===== src/rtl/ifu_fetch.sv =====
// ---------------------------------------------------------------------------
// ifu_fetch -- instruction fetch unit
//
// Holds the architectural PC and fetches one instruction at a time from
// instruction memory. The memory uses a req/ack handshake with variable
// latency. The fetched word is presented to decode together with pc and
// pc + 4. A misaligned next PC causes a sticky trap. Every accepted advance
// is counted as a retired instruction.
//
// Ports
//   clk          system clock, rising edge
//   reset        asynchronous, active-low reset (0 = in reset)
//   npc          next PC, sampled only on an accepted advance
//   advance      datapath finished the current instruction
//   im_req       fetch request to instruction memory
//   im_addr      fetch byte address (= pc), stable while im_req = 1
//   im_ack       one-cycle acknowledge; im_rdata is valid in the same cycle
//   im_rdata     instruction word from memory
//   pc           address of the current instruction
//   pc4          pc + 4, combinational, wraps modulo 2^32
//   instr        current instruction word (registered)
//   instr_valid  instr and pc are valid for the datapath
//   fault        sticky misaligned-fetch trap
//   fault_addr   offending npc captured at the trap
//   retired      count of accepted advances, wraps to 0
// ---------------------------------------------------------------------------
module ifu_fetch #(
  parameter logic [31:0] RESET_PC = 32'h0000_3000,
  parameter int          CNT_W    = 32
) (
  input  logic             clk,
  input  logic             reset,
  input  logic [31:0]      npc,
  input  logic             advance,
  output logic             im_req,
  output logic [31:0]      im_addr,
  input  logic             im_ack,
  input  logic [31:0]      im_rdata,
  output logic [31:0]      pc,
  output logic [31:0]      pc4,
  output logic [31:0]      instr,
  output logic             instr_valid,
  output logic             fault,
  output logic [31:0]      fault_addr,
  output logic [CNT_W-1:0] retired
);

  typedef enum logic [1:0] {
    START = 2'd0,
    FETCH = 2'd1,
    HOLD  = 2'd2,
    FAULT = 2'd3
  } state_t;

  state_t             state_reg, state_next;
  logic [31:0]        pc_reg;
  logic [31:0]        instr_reg;
  logic [31:0]        fault_addr_reg;
  logic [CNT_W-1:0]   retired_reg;

  logic               load_instr;  // accept the memory word this cycle
  logic               take_adv;    // accept an advance this cycle
  logic               misaligned;

  assign misaligned = (npc[1:0] != 2'b00);

  // State register.
  always_ff @(posedge clk or negedge reset) begin
    if (!reset) begin
      state_reg <= START;
    end else begin
      state_reg <= state_next;
    end
  end

  // Next-state logic. The datapath registers below follow the strobes
  // produced here, so advance and im_ack are only honoured in the
  // states where they are meaningful.
  always_comb begin
    state_next = state_reg;
    load_instr = 1'b0;
    take_adv   = 1'b0;
    case (state_reg)
      START: begin
        // One idle cycle after reset. An ack still in flight from a fetch
        // abandoned by reset lands here and is dropped.
        state_next = FETCH;
      end
      FETCH: begin
        if (im_ack) begin
          load_instr = 1'b1;
          state_next = HOLD;
        end
      end
      HOLD: begin
        if (advance) begin
          take_adv   = 1'b1;
          state_next = misaligned ? FAULT : FETCH;
        end
      end
      FAULT: begin
        state_next = FAULT;
      end
      default: begin
        state_next = START;
      end
    endcase
  end

  // Datapath registers.
  always_ff @(posedge clk or negedge reset) begin
    if (!reset) begin
      pc_reg         <= RESET_PC;
      instr_reg      <= 32'd0;
      fault_addr_reg <= 32'd0;
      retired_reg    <= '0;
    end else begin
      if (load_instr) begin
        instr_reg <= im_rdata;
      end
      if (take_adv) begin
        // A trapping advance still moves pc and counts as retired: the
        // trapping instruction did complete.
        pc_reg      <= npc;
        retired_reg <= retired_reg + CNT_W'(1);
        if (misaligned) begin
          fault_addr_reg <= npc;
        end
      end
    end
  end

  // Handshake and status outputs decode directly from the state, so they
  // take their reset values as soon as reset is asserted.
  assign im_req      = (state_reg == FETCH);
  assign instr_valid = (state_reg == HOLD);
  assign fault       = (state_reg == FAULT);
  assign im_addr     = pc_reg;
  assign pc          = pc_reg;
  assign pc4         = pc_reg + 32'd4;
  assign instr       = instr_reg;
  assign fault_addr  = fault_addr_reg;
  assign retired     = retired_reg;

endmodule


===== config.mk =====
export PLATFORM = sky130hd
export DESIGN_NAME = ifu_fetch
export DESIGN_NICKNAME = d
export VERILOG_FILES = /design/src/rtl/ifu_fetch.sv
export SDC_FILE = /design/constraint.sdc
export NUM_CORES = 1
export LEC_CHECK = 0
export CAP_MARGIN = 10
export CORE_ASPECT_RATIO = 1.75
export CORE_MARGIN = 4
export CORE_UTILIZATION = 44
export DETAILED_ROUTE_END_ITERATION = 10
export PLACE_DENSITY = 0.89
export SYNTH_ARGS = -nofsm -noshare
export SYNTH_HDL_FRONTEND = slang
export SYNTH_SLANG_ARGS = --single-unit

===== constraint.sdc =====
create_clock -name clk -period 4 [get_ports clk]
set_clock_uncertainty 0.2 [all_clocks]
set_input_delay 0.6 -clock clk [delete_from_list [all_inputs] [get_ports clk]]
set_output_delay 0.6 -clock clk [all_outputs]
set_load 0.005 [all_outputs]

## After elaboration in Yosys (flattened, before gate mapping)

Cells that the tools add are included.

| storage, ports and cells | value |
|---|---|
| input port bits | 68 |
| output and inout port bits | 195 |
| word-level logic and storage cells | 24 |
| flip-flop bits (word level) | 130 |

| operators by class | value |
|---|---|
| muxes and demuxes | 8 |
| equality and inequality tests | 5 |
| add/sub/neg operators | 2 |
| reductions and logical operators | 4 |

Operators with widths:

| cell | number |
|---|---|
| 32-bit by 1-bit adder with 32-bit output (second input constant) | 1 |
| 32-bit by 3-bit adder with 32-bit output (second input constant) | 1 |
| 2-bit case mux with 4 select lines | 1 |
| 2-bit two-way mux | 3 |
| 2-bit equality test (second input constant) | 2 |
| 1-bit two-way mux | 4 |
| 2-bit AND reduction | 2 |
| 2-bit by 1-bit equality test with 1-bit output (second input constant) | 1 |
| 2-bit logical NOT | 1 |
| 2-bit by 1-bit inequality test with 1-bit output (second input constant) | 1 |
| 2-bit inequality test (second input constant) | 1 |
| 2-bit nonzero test | 1 |

## Longest topological paths before layout

Gate-level depths: netlist of run 1.

| logic depth | value |
|---|---|
| depth after elaboration | 4 |
| mapped depth | 5 |

## Least setup slack after synthesis of run 1

No wires, ideal clock.

| timing path | value |
|---|---|
| path kind | reg2out |
| start | register pc_reg[13], in the netlist im_addr[13] |
| end | output pc4[27] |
| arrival time | 1458 ps |
| slack | 1742 ps |
| stages on the path, launching flop included | 5 |
| path through | dfstp_2 -> nand3_1 -> nor4_4 -> nand4_1 -> xnor2_1 |

| on the way | value |
|---|---|
| cells in the longest elaborated chain, start to end | 1 |

RTL lines:

| what | line | text |
|---|---|---|
| start: declaration | 56 | `logic [31:0] pc_reg;` |
| start signal: assignment | 124 | `pc_reg <= npc;` |
| 32-bit by 3-bit adder with 32-bit output | 140 | `assign pc4 = pc_reg + 32'd4;` |
| end: declaration | 40 | `output logic [31:0] pc4,` |

No other way between the ends.

## Worst setup path in the final report of run 1

| timing path | value |
|---|---|
| start | register pc_reg[3], in the netlist im_addr[3] |
| end | output pc4[26] |

The elaborated chain is that of the path after synthesis.

==> impl_metrics.json, run 1 <==
{
  "rsz0062_at_grt": "false",
  "crit_arrival_ns": 2.67,
  "drv_slew": 0,
  "grt_use_total_pct": 22.1,
  "synth.area.top_cells": "dfrtp_1 54%, mux2_2 12%, nand2_1 7.6%, xnor2_1 7.1%, buf_4 4.3%",
  "fillers": 945,
  "leakagePower_nw": 3.99,
  "grt_max_degree": 82,
  "async_reset_ff_share_pct": 100,
  "ctsResizeCount": 0,
  "hpwl_microns": 12900,
  "r2r-start": "state_reg[0]",
  "clk_path_buf_depth": 2,
  "wire_per_inst_microns": 17.9,
  "criticalPathCategory": "register to primary output",
  "grt_pass1_wl_microns": 26500,
  "path_clk_slew_ns": 0.06,
  "numCtsBuffers": 17,
  "port_buffers": 262,
  "synthDistinctLibCells": 29,
  "cts_hold_buf": 0,
  "required_ns": 3.20,
  "ant_nets": 0,
  "fp.dieH_microns": 161,
  "antennaDiodeCount": 0,
  "synth_top_area_cell": "dfrtp_1",
  "wirelength_microns": 16800,
  "synth_top_area_share_pct": 54.3,
  "grt-ovfl-total": 0,
  "dr.first_iter.drc_count": 158,
  "drc": 0,
  "clkSinkCount": 130,
  "ys_warn_count": 0,
  "gp_congestion": 0.820,
  "synth-main-ff-cell": "dfrtp_1",
  "hold_viol": 0,
  "root_buffer": "clkbuf_16",
  "grt_pass1_vias": 5179,
  "ys_seq_area_share_pct": 55.2,
  "status": "finished, final reports clean",
  "setup.worst_path.end_class": "primary output",
  "rows": 55,
  "p_per_area_nw_per_um2": 578,
  "cts_tree": "done",
  "fp.coreArea_sq_um": 13100,
  "start_util_pct": 45.1,
  "htreeDepth": 4,
  "die_area_sq_um": 15400,
  "fin_nets": 825,
  "fin_setup_tns_ns": 0,
  "hp-class": "input pin to async pin",
  "synth_edf_count": 0,
  "post-route-min-period_ns": 3.47,
  "drt_first_pass_iters": 4,
  "fmax_mhz": 289,
  "drv_cap": 0,
  "syn_nets": 588,
  "post-cts-setup-buffers": 0,
  "syn_to_final_growth_pct": 52.8,
  "io_pins": 263,
  "num_vias": 4762,
  "relSlewSlack_pct": 38.3,
  "die_w_microns": 95.6,
  "ir_drop_mv": 0.336,
  "ys_seq_elements": 130,
  "avgViaCountPerCell": 5.07,
  "whs_ns": 0.0459,
  "setup_violations": 0,
  "min_period_over_period_pct": 86.6,
  "critPathLaunchType": "register",
  "antenna_found_initial": 0,
  "synthCells": 518,
  "tightest_slew_ns": 0.924,
  "reg2reg_depth": 5,
  "clk_latency_ns": 0.40,
  "cp-startpoint": "im_addr[3]",
  "worst-path-max-fanout": 9,
  "drive_above_1_share_pct": 14.5,
  "netlist_area_sq_um": 5900,
  "synth_area_per_cell_sq_um": 11.4
}
## metal layers
metal / track usage, % / vias up / part of all wire (%)
met3: 5.96 / 38 / 7.1
met5: 0 / - / 0
met1: 22.5 / 2331 / 34
met4: 9.84 / 0 / 3.8
li1: - / 2185 / -
met2: 40.7 / 208 / 55
## layout by cell type (no fill, tap or decap), types with 4 or more instances in the layout
cell             Yosys  final
and3_1              15     15
buf_4               34      5
clkbuf_16            0     17
clkdlybuf4s50_1      0    261
clkinvlp_4           0      5
dfrtp_1            128    128
inv_1                4      4
inv_6                0      4
mux2_2              62     62
nand2_1            119    119
nand3_1             22     22
nand4_1             23     23
nor2_1              11     10
nor3_4               4      4
xnor2_1             48     48
xor2_1              11     11
## per-stage QoR
step	worst slack, ns	utilization [%]	area [sq um]	instances	power, W
3_5_place_dp	0.974	64.7	8460	907	0.00380
4_1_cts	0.533	69.0	9020	939	0.00527
6_report	0.534	69.0	9020	939	0.00521
5_1_grt	0.389	69.0	9020	939	0.00549
2_1_floorplan	1.74	-	5900	518	0.00255
3_3_place_gp	1.05	64.7	8460	907	0.00373
## critical path, cell delays in order, from the launching register on
cell	delay [ns]
dfrtp_1	0.47
ha_1	0.23
nand3_1	0.23
nor3_4	0.43
nand3_1	0.16
xnor2_1	0.20
clkdlybuf4s50_1	0.54
## final timing paths
check	slack (ns)	endpoint
worst max-delay path	0.53	pc4[26]
worst min-delay path	0.05	fault_addr[11]
worst max register to register	1.80	retired[21]
worst min register to register	0.28	retired[31]
max in group asynchronous	2.71	state_reg[0]
min in group clk	0.28	retired[31]
## power breakdown
part           leakage, nW  internal (W)  switching [W]  total (W)
logic                 2.05       0.00124       0.000534    0.00177
registers             1.68       0.00165       0.000343    0.00199
clock network        0.260      0.000861       0.000585    0.00145
total                 3.99       0.00375        0.00146    0.00521
## cells by family after synthesis
family                     after synthesis  share of synthesized area [%]
xor gates and xnor gates                59                           8.76
DFF                                    130                           55.2
adders and majority gates                2                          0.424
buffers and inverters                   53                           5.81
muxes                                   62                           11.8
and+or+nand+nor                        208                           17.6
AOI/OAI and AO/OA                        4                          0.382
## cell usage after synthesis (2+ instances only)
master / n
nand4b_1: 2
o21ai_0: 2
and4_1: 2
nor3_2: 2
ha_1: 2
nor3_4: 4
nand2_1: 119
nand3_1: 22
buf_2: 7
dfrtp_1: 128
xor2_1: 11
and3_1: 15
clkbuf_1: 7
dfstp_2: 2
buf_4: 34
inv_1: 4
nor4_4: 2
and2_1: 2
mux2_2: 62
xnor2_1: 48
nand4_1: 23
nor2_1: 11
## area by class of cell
| type | instances | area, sq um | share of cell area [%] |
|---|---|---|---|
| clock inverter | 14 | 130 | 1.44 |
| sequential | 130 | 3260 | 36.1 |
| inverter | 4 | 15.0 | 0.167 |
| clock buffer | 18 | 429 | 4.76 |
| tap | 171 | 214 | 2.37 |
| timing repair buffer | 267 | 2660 | 29.5 |
| multi-input combinational | 335 | 2310 | 25.6 |
(Power assumes the default switching activity.)
==> run 2: changes to the inputs <==
--- a/config.mk
+++ b/config.mk
@@ -5,12 +5,13 @@
 export SDC_FILE = /design/constraint.sdc
 export NUM_CORES = 1
 export LEC_CHECK = 0
+export ABC_AREA = 1
 export CAP_MARGIN = 10
 export CORE_ASPECT_RATIO = 1.75
 export CORE_MARGIN = 4
 export CORE_UTILIZATION = 44
 export DETAILED_ROUTE_END_ITERATION = 10
-export PLACE_DENSITY = 0.89
+export PLACE_DENSITY = 0.87
 export SYNTH_ARGS = -nofsm -noshare
 export SYNTH_HDL_FRONTEND = slang
 export SYNTH_SLANG_ARGS = --single-unit
==> impl_metrics.json, run 2 <==
{
  "synth.area.top_cells": "dfrtp_1 50%, nand2_1 11%, mux2_2 6.5%, o21ai_0 5.7%, buf_4 4.1%",
  "synth-main-ff-cell": "dfrtp_1",
  "clkSinkCount": 130,
  "worst-path-max-fanout": 5,
  "clk_path_buf_depth": 2,
  "drt_first_pass_iters": 5,
  "antennaDiodeCount": 0,
  "synth_top_family_by_area": "simple AND/OR/NAND/NOR gates",
  "syn_to_final_growth_pct": 48.5,
  "synthAdderAreaFrac_pct": 0.390,
  "setup.worst_path.end_class": "primary output",
  "syn_nets": 802,
  "dr.first_iter.drc_count": 183,
  "drv_cap": 0,
  "synth_area_per_cell_sq_um": 8.77,
  "leakagePower_nw": 4.20,
  "start_util_pct": 44.7,
  "netlist_area_sq_um": 6420,
  "synth-compound-area-share_pct": 6.30,
  "ys_seq_elements": 130,
  "power_w": 0.00655,
  "final_common_cell": "clkdlybuf4s50_1",
  "die_area_sq_um": 16700,
  "fp.dieH_microns": 168,
  "gp_congestion": 0.907,
  "synth.area.mux_share_pct": 6.49,
  "post-place-ws_ns": 1.11,
  "fillers": 1159,
  "critPathLaunchType": "register",
  "avgViaCountPerCell": 5.10,
  "synth_simple_gate_area_share_pct": 21.5,
  "fin_setup_tns_ns": 0,
  "required_ns": 3.20,
  "rows": 58,
  "fin_nets": 1037,
  "whs_ns": 0.196,
  "p_per_area_nw_per_um2": 688,
  "grt_pass1_vias": 6193,
  "setup_slack_ns": 0.668,
  "ir_drop_mv": 0.391,
  "numCtsBuffers": 17,
  "criticalPathCategory": "register to primary output",
  "grt_pass1_wl_microns": 32900,
  "cts_tree": "done",
  "tightest_slew_ns": 1.10,
  "path_clk_slew_ns": 0.06,
  "min_period_over_period_pct": 83.3,
  "grt_use_total_pct": 25.4,
  "synthCells": 732,
  "final_util_pct": 66.3,
  "ctsResizeCount": 0,
  "fp.coreArea_sq_um": 14400,
  "hold_viol": 0,
  "fmax_mhz": 300,
  "crit_arrival_ns": 2.53,
  "synthTopCellsByCount": "184 x nand2_1, 128 x dfrtp_1, 73 x o21ai_0, 67 x inv_1, 59 x nor2_1",
  "synth_top_area_share_pct": 49.9,
  "ys_seq_area_share_pct": 50.7,
  "die_w_microns": 99.3,
  "final_cell_mix": "261 x clkdlybuf4s50_1, 184 x nand2_1, 128 x dfrtp_1",
  "wirelength_microns": 21200,
  "io_pins": 263,
  "drv_slew": 0,
  "root_buffer": "clkbuf_16",
  "synthDistinctLibCells": 26,
  "synth_edf_count": 0,
  "status": "finished, final reports clean",
  "drive_above_1_share_pct": 10.0,
  "hp-class": "input pin to async pin",
  "grt_max_degree": 83,
  "ys_warn_count": 0,
  "relSlewSlack_pct": 26.4,
  "async_reset_ff_share_pct": 100,
  "clk_latency_ns": 0.40,
  "hpwl_microns": 16200,
  "seqCellArea_sq_um": 3260,
  "multi_input_area_sq_um": 2570,
  "synthXorXnorAreaFrac_pct": 5.32,
  "num_vias": 5917,
  "rsz0062_at_grt": "false",
  "post-cts-setup-buffers": 0,
  "ant_nets": 0,
  "wire_per_inst_microns": 18.3,
  "synth_top_area_cell": "dfrtp_1",
  "port_buffers": 262,
  "post-route-min-period_ns": 3.33,
  "htreeDepth": 4,
  "antenna_found_initial": 1,
  "drc": 0,
  "setup_violations": 0,
  "grt-ovfl-total": 0,
  "yosysMostFrequentCell": "nand2_1",
  "cts_hold_buf": 0
}
-- run 2: cell count changes in the layout (fill, tap and decap cells not counted), sizes merged, moves of 6 or more --
cell	change
inv	+66
xor2	+15
nand2	+69
nand3	+11
nor2	+56
mux2	-25
nor3	+10
and3	-15
o21ai	+74
nand4	-6
xnor2	-35
-- run 2: area by class of cell --
cell class,instances,area share (%)
Clock buffer,18,4.50
Clock inverter,14,1.12
Inverter,70,2.76
Multi-Input combinational cell,480,27.0
Sequential cell,130,34.2
Tap cell,180,2.36
Timing Repair Buffer,268,28.1
-- run 2: worst paths after layout --
check                                   start              to  slack (ns)  cells past startpoint
worst max-delay path              im_addr[21]         pc4[31]        0.67                      7
worst min-delay path                    reset  fault_addr[31]        0.20                      1
worst max register to register   state_reg[0]  fault_addr[28]        1.84                      6
worst min register to register  fault_addr[1]   fault_addr[1]        0.28                      2
max in group asynchronous               reset      im_addr[0]        2.55                      2
min in group clk                fault_addr[1]   fault_addr[1]        0.28                      2
-- run 2: per-layer routing --
layer,global-route usage (%),part of all wire (%)
met1,26.3,34
met2,47.3,56
met3,5.10,6.1
met4,12.7,4.4
met5,0,0.057
-- run 2: kinds of logic (layout without fill, tap and decap cells) --
group	Yosys count	in the layout
simple gates	323	323
flops	130	130
buf+inv	122	370
compound gates	79	79
xor+xnor	39	39
mux	37	37
fa+ha+maj	2	2
-- run 2: per-stage QoR --
step                cells  instance area (sq um)
floorplan             732                   6420
global placement     1128                   8990
detailed placement   1128                   8990
CTS                  1160                   9530
global route         1160                   9530
finish               1160                   9530
-- run 2: where the power goes --
part           switching [W]  total [W]  internal (W)
clock               0.000633    0.00143      0.000800
combinational        0.00109    0.00285       0.00176
sequential          0.000481    0.00227       0.00179
-- run 2: worst max-delay path, cell delays in order (launching register included) --
cell and delay [ns]:
dfrtp_1 0.48, nand2_1 0.14, nor3_1 0.48, nand2_1 0.10, nor2_1 0.26, nand3_1 0.11, nand2_1 0.08, clkdlybuf4s50_1 0.49
